===== src/rtl/ram_arbiter_pkg.sv =====
// Shared types and helpers for the two-port asynchronous SRAM arbiter.
package ram_arbiter_pkg;

  // Transaction sequencer states: strobes are set up, held for the access
  // window, then released with a one-clock hold before returning to idle.
  typedef enum logic [1:0] {
    IDLE   = 2'd0,
    SETUP  = 2'd1,
    ACCESS = 2'd2,
    HOLD   = 2'd3
  } state_t;

  // Width of the ACCESS down-counter; never narrower than one bit.
  function automatic int wait_w(input int cycles);
    return (cycles < 1) ? 1 : $clog2(cycles + 1);
  endfunction

endpackage


===== src/rtl/ram_arbiter_rr.sv =====
// Two-way round-robin arbiter with a one-cycle mask for a port just acked.
module rr_arbiter2 (
  input  logic       clk,
  input  logic       reset,
  input  logic [1:0] i_req,
  input  logic [1:0] i_mask,
  input  logic       i_advance,
  output logic [1:0] o_grant
);

  logic       r_last;   // 1 when port 1 was the most recent winner
  logic [1:0] w_masked;
  logic [1:0] w_pool;

  // Grant selection: a just-acked port steps aside for a contending port;
  // when it is the only requester it is served again so one port can stream.
  always_comb begin
    w_masked = i_req & ~i_mask;
    w_pool   = (w_masked != 2'b00) ? w_masked : i_req;
    o_grant  = w_pool;
    if (w_pool == 2'b11) begin
      o_grant = r_last ? 2'b01 : 2'b10;
    end
  end

  // Remember the last winner; reset leaves port 0 favoured.
  always_ff @(posedge clk) begin
    if (reset) begin
      r_last <= 1'b1;
    end else if (i_advance && (o_grant != 2'b00)) begin
      r_last <= o_grant[1];
    end
  end

endmodule


===== src/rtl/ram_arbiter.sv =====
// Shares one asynchronous SRAM between a CPU port (0) and a video/DMA port (1).
// All SRAM strobes and requester outputs come straight from flops.
module ram_arbiter
  import ram_arbiter_pkg::*;
#(
  parameter int ADDR_W      = 16,
  parameter int DATA_W      = 8,
  parameter int WAIT_CYCLES = 3
) (
  input  logic              clk,
  input  logic              reset,
  input  logic              req0,
  input  logic              req1,
  input  logic              we0,
  input  logic              we1,
  input  logic [ADDR_W-1:0] addr0,
  input  logic [ADDR_W-1:0] addr1,
  input  logic [DATA_W-1:0] wdata0,
  input  logic [DATA_W-1:0] wdata1,
  output logic              ack0,
  output logic              ack1,
  output logic [DATA_W-1:0] rdata,
  output logic              busy,
  output logic [ADDR_W-1:0] ram_addr,
  output logic [DATA_W-1:0] ram_wdata,
  output logic              ram_data_oe,
  input  logic [DATA_W-1:0] ram_rdata,
  output logic              ram_cs_n,
  output logic              ram_we_n,
  output logic              ram_oe_n
);

  localparam int                WAIT_W   = wait_w(WAIT_CYCLES);
  localparam logic [WAIT_W-1:0] CNT_LOAD = WAIT_W'(WAIT_CYCLES - 1);

  state_t              r_state, w_state_n;
  logic [WAIT_W-1:0]   r_cnt, w_cnt_n;
  logic                r_sel, w_sel_n;
  logic                r_lat_we, w_lat_we_n;
  logic [1:0]          r_ack_d;
  logic [ADDR_W-1:0]   r_addr, w_addr_n;
  logic [DATA_W-1:0]   r_wdata, w_wdata_n;
  logic [DATA_W-1:0]   r_rdata, w_rdata_n;
  logic                r_cs_n, w_cs_n_n;
  logic                r_we_n, w_we_n_n;
  logic                r_oe_n, w_oe_n_n;
  logic                r_data_oe, w_data_oe_n;
  logic                r_ack0, w_ack0_n;
  logic                r_ack1, w_ack1_n;
  logic                r_busy, w_busy_n;
  logic [1:0]          w_grant;
  logic                w_accept;

  rr_arbiter2 u_rr (
    .clk       (clk),
    .reset     (reset),
    .i_req     ({req1, req0}),
    .i_mask    (r_ack_d),
    .i_advance (w_accept),
    .o_grant   (w_grant)
  );

  assign w_accept = (r_state == IDLE) && (w_grant != 2'b00);

  // Next state and next registered outputs for the transaction sequencer.
  always_comb begin
    w_state_n   = r_state;
    w_cnt_n     = r_cnt;
    w_sel_n     = r_sel;
    w_lat_we_n  = r_lat_we;
    w_addr_n    = r_addr;
    w_wdata_n   = r_wdata;
    w_rdata_n   = r_rdata;
    w_cs_n_n    = r_cs_n;
    w_we_n_n    = 1'b1;
    w_oe_n_n    = 1'b1;
    w_data_oe_n = r_data_oe;
    w_ack0_n    = 1'b0;
    w_ack1_n    = 1'b0;
    case (r_state)
      IDLE: begin
        w_cs_n_n    = 1'b1;
        w_data_oe_n = 1'b0;
        if (w_accept) begin
          w_state_n   = SETUP;
          w_sel_n     = w_grant[1];
          w_lat_we_n  = w_grant[1] ? we1    : we0;
          w_addr_n    = w_grant[1] ? addr1  : addr0;
          w_wdata_n   = w_grant[1] ? wdata1 : wdata0;
          w_cs_n_n    = 1'b0;
          w_data_oe_n = w_grant[1] ? we1    : we0;
        end
      end
      SETUP: begin
        w_state_n = ACCESS;
        w_cnt_n   = CNT_LOAD;
        w_cs_n_n  = 1'b0;
        w_we_n_n  = ~r_lat_we;
        w_oe_n_n  = r_lat_we;
      end
      ACCESS: begin
        w_cs_n_n = 1'b0;
        if (r_cnt == '0) begin
          // Last access clock: sample the bus while OE is still asserted.
          w_state_n = HOLD;
          if (!r_lat_we) begin
            w_rdata_n = ram_rdata;
          end
          w_ack0_n = ~r_sel;
          w_ack1_n = r_sel;
        end else begin
          w_cnt_n  = r_cnt - 1'b1;
          w_we_n_n = ~r_lat_we;
          w_oe_n_n = r_lat_we;
        end
      end
      HOLD: begin
        w_state_n   = IDLE;
        w_cs_n_n    = 1'b1;
        w_data_oe_n = 1'b0;
      end
      default: begin
        w_state_n   = IDLE;
        w_cs_n_n    = 1'b1;
        w_data_oe_n = 1'b0;
      end
    endcase
    w_busy_n = (w_state_n != IDLE);
  end

  // State, latched request fields and every output flop.
  always_ff @(posedge clk) begin
    if (reset) begin
      r_state   <= IDLE;
      r_cnt     <= '0;
      r_sel     <= 1'b0;
      r_lat_we  <= 1'b0;
      r_ack_d   <= 2'b00;
      r_addr    <= '0;
      r_wdata   <= '0;
      r_rdata   <= '0;
      r_cs_n    <= 1'b1;
      r_we_n    <= 1'b1;
      r_oe_n    <= 1'b1;
      r_data_oe <= 1'b0;
      r_ack0    <= 1'b0;
      r_ack1    <= 1'b0;
      r_busy    <= 1'b0;
    end else begin
      r_state   <= w_state_n;
      r_cnt     <= w_cnt_n;
      r_sel     <= w_sel_n;
      r_lat_we  <= w_lat_we_n;
      r_ack_d   <= {r_ack1, r_ack0};
      r_addr    <= w_addr_n;
      r_wdata   <= w_wdata_n;
      r_rdata   <= w_rdata_n;
      r_cs_n    <= w_cs_n_n;
      r_we_n    <= w_we_n_n;
      r_oe_n    <= w_oe_n_n;
      r_data_oe <= w_data_oe_n;
      r_ack0    <= w_ack0_n;
      r_ack1    <= w_ack1_n;
      r_busy    <= w_busy_n;
    end
  end

  assign ack0        = r_ack0;
  assign ack1        = r_ack1;
  assign rdata       = r_rdata;
  assign busy        = r_busy;
  assign ram_addr    = r_addr;
  assign ram_wdata   = r_wdata;
  assign ram_data_oe = r_data_oe;
  assign ram_cs_n    = r_cs_n;
  assign ram_we_n    = r_we_n;
  assign ram_oe_n    = r_oe_n;

endmodule


===== config.mk =====
export PLATFORM = sky130hd
export DESIGN_NAME = ram_arbiter
export DESIGN_NICKNAME = d
export VERILOG_FILES = /design/src/rtl/ram_arbiter_pkg.sv /design/src/rtl/ram_arbiter_rr.sv /design/src/rtl/ram_arbiter.sv
export SDC_FILE = /design/constraint.sdc
export NUM_CORES = 1
export LEC_CHECK = 0
export CAP_MARGIN = 40
export CORE_MARGIN = 10
export CORE_UTILIZATION = 40
export CTS_CLUSTER_SIZE = 25
export DETAILED_ROUTE_END_ITERATION = 10
export PLACE_DENSITY = 0.8
export RECOVER_POWER = 25
export SYNTH_ARGS = -nofsm -noshare
export SYNTH_HDL_FRONTEND = slang
export SYNTH_SLANG_ARGS = --single-unit

===== constraint.sdc =====
create_clock -name clk -period 2 [get_ports clk]
set_input_delay 0.4 -clock clk [delete_from_list [all_inputs] [get_ports clk]]
set_output_delay 0.4 -clock clk [all_outputs]
set_load 0.02 [all_outputs]

==> results_dict.tcl <==
set metrics [dict create \
    syn_to_final_growth_pct 57.8 \
    gr-usage-all-layers_pct 14.8 \
    finalWorstSetupSlack_ps 241 \
    dr.pass1.iters 4 \
    synth-edff-count 0 \
    insertion_delay_ps 300 \
    syn_inst 241 \
    port-buffer-count 100 \
    final_cell_mix "92 x clkdlybuf4s50_1, 49 x nor3_1, 48 x dfxtp_1" \
    ys.flop_type "dfxtp_1" \
    drcViolationCount 0 \
    worstPathMaxFanout 26 \
    slowest_stage "dlygate4sd3_1" \
    ir_drop_v 0.000472 \
    globalRouteOverflowTotal 0 \
    crit_chain "dlygate4sd3_1 -> nand3b_1 -> o311a_1 -> buf_12 -> nor3_1 -> nor4_1" \
    yosysWarnings 0 \
    async_flop_share_pct 0 \
    fp-row-count 25 \
    cts.sinks 48 \
    vias 2036 \
    cts_setup_buffers 0 \
    fin_cells 403 \
    holdBufCountCts 0 \
    synth_top_area_cell "dfxtp_1" \
    cts-resized-gates 0 \
    synth-seq-cells 48 \
    slew-limit-headroom_pct 66.5 \
    clock_skew_ps 7.01 \
    die_w_um 91.0 \
    antenna_cells 0 \
    wl_per_cell_um 15.7 \
    io_pins 101 \
    maxSlewViolCount 0 \
    initial_core_util_pct 41.8 \
    cts-root-buf "clkbuf_8" \
    synth_area_leaders "dfxtp_1 48%, nor3_1 12%, nor4_1 7.5%" \
    syn_avg_cell_area_um2 8.36 \
    hp-class "flip-flop to flip-flop" \
    timing.max_cap.violations 0 \
    synth.top_cell.area_share_pct 47.7 \
    placedCellCount 396 \
    max-clock-path-buffers 2 \
    fin_crit_ps 1760 \
    die_y_um 91.0 \
    core_area_um2 4820 \
    critPathMaxStageDelay_ps 580 \
    dpl_worst_slack_ps 30.2 \
    start_kind "input pin" \
    setup_viol 0 \
    synth_area_um2 2010 \
    grt_max_degree 51 \
    finalCritPeriodShare_pct 88.0 \
    ys_seq_area_share_pct 47.7 \
    status "finished clean" \
    critPathKind "input pin to flip-flop" \
    rsz0062_at_grt "no" \
    viasPerCell 5.05 \
    place_hpwl_mm 4.65 \
    power.density_nw_per_um2 1040 \
    grt_pass1_vias 1990 \
    cp-end-kind "flip-flop" \
    clk_pin_slew_ps 80 \
    fmax_mhz 568 \
    total_power_uw 3290 \
    antenna_found_initial 0 \
    cp_data_arrival_time_ps 1960 \
    synth_nets 308 \
    postRouteAntennaNets 0 \
    layout-drive-gt1-share_pct 4.76 \
    drt-initial-drc-count 102 \
    fin_nets 403 \
    hold_viol 0 \
    gp_congestion 0.802 \
    p_leak_uw 0.00116 \
    synth.distinct_cells 34 \
    cts_tree "yes" \
    layout.cells.most_common "clkdlybuf4s50_1" \
    cts_buffers 5 \
    htree_levels 2 \
    cp.required_ps 2200 \
    die_area_um2 8270 \
    grt_pass1_wl_mm 10.1 \
    drt-total-wl_mm 6.31 \
    tightest_slew_ps 501 \
    fin_setup_tns_ps 0 \
]
==> metrics by stage <==
| step | util [%] | hold slack (ps) | instance area [um^2] |
|---|---|---|---|
| 6_report | 66.0 | 456 | 3180 |
| 2_1_floorplan | - | 417 | 2010 |
| 3_3_place_gp | 64.5 | 441 | 3110 |
| 4_1_cts | 66.1 | 457 | 3180 |
| 5_1_grt | 66.0 | 489 | 3180 |
| 3_5_place_dp | 64.5 | 445 | 3110 |
==> final cells by class <==
cell class                      count  area (um^2)
Multi-Input combinational cell    166          923
Tap cell                           67         83.8
Timing Repair Buffer              108         1110
Fill cell                         446         1640
Inverter                            7         26.3
Clock inverter                      1         5.00
Sequential cell                    48          961
Clock buffer                        6         72.6
==> registers in the layout (all words and copies together), names as in the netlist <==
name,cells
r_state,2
r_sel,1
ram_oe_n,1
ram_addr,16
busy,1
ram_data_oe,1
ram_wdata,8
r_lat_we,1
ack0,1
ram_we_n,1
r_ack_d,2
ack1,1
r_cnt,2
ram_cs_n,1
rdata,8
u_rr.r_last,1
==> worst paths after layout <==
kind	startpoint	slack, ps	cells past startpoint	end
max	req0	240	6	ram_wdata[6]
min	rdata[0]	460	2	rdata[0]
max reg2reg	r_state[0]	370	4	ram_data_oe
min reg2reg	rdata[0]	460	2	rdata[0]
==> layer usage <==
metal / wire, um / vias to the layer above / GRT usage [%]
met1: 2510 / 937 / 16.1
met3: 431 / 9 / 4.44
met2: 3250 / 57 / 26.3
met5: 0 / - / 0
li1: - / 1033 / -
met4: 122 / 0 / 6.14
==> worst max-delay path, delay by kind of cell <==
family / cells / cell delay [ps]
AO/OA/AOI/OAI: 1 / 280
buffers and inverters: 2 / 780
AND/OR/NAND/NOR: 3 / 500
==> cells in the mapped netlist, drive strengths merged (2+ instances only) <==
cell type and number:
a211oi 2, a21oi 12, buf 11, clkbuf 9
dfxtp 48, ha 5, inv 7, nand2 19
nor2 32, nor2b 2, nor3 49, nor4 24
o21a 2, o21ai 4
==> report_power, final <==
| part | switching (uW) | internal, uW |
|---|---|---|
| Sequential | 99.4 | 1160 |
| Combinational | 807 | 674 |
| Clock | 312 | 238 |
==> cell families after synthesis <==
| group | count (synthesis) | share of synthesized area (%) |
|---|---|---|
| fa+ha+maj | 5 | 3.11 |
| flops | 48 | 47.7 |
| mux | 1 | 0.497 |
| compound gates | 26 | 8.88 |
| buf+inv | 27 | 7.02 |
| simple gates | 134 | 32.8 |
No activity file was read; power rests on OpenSTA's default activity.
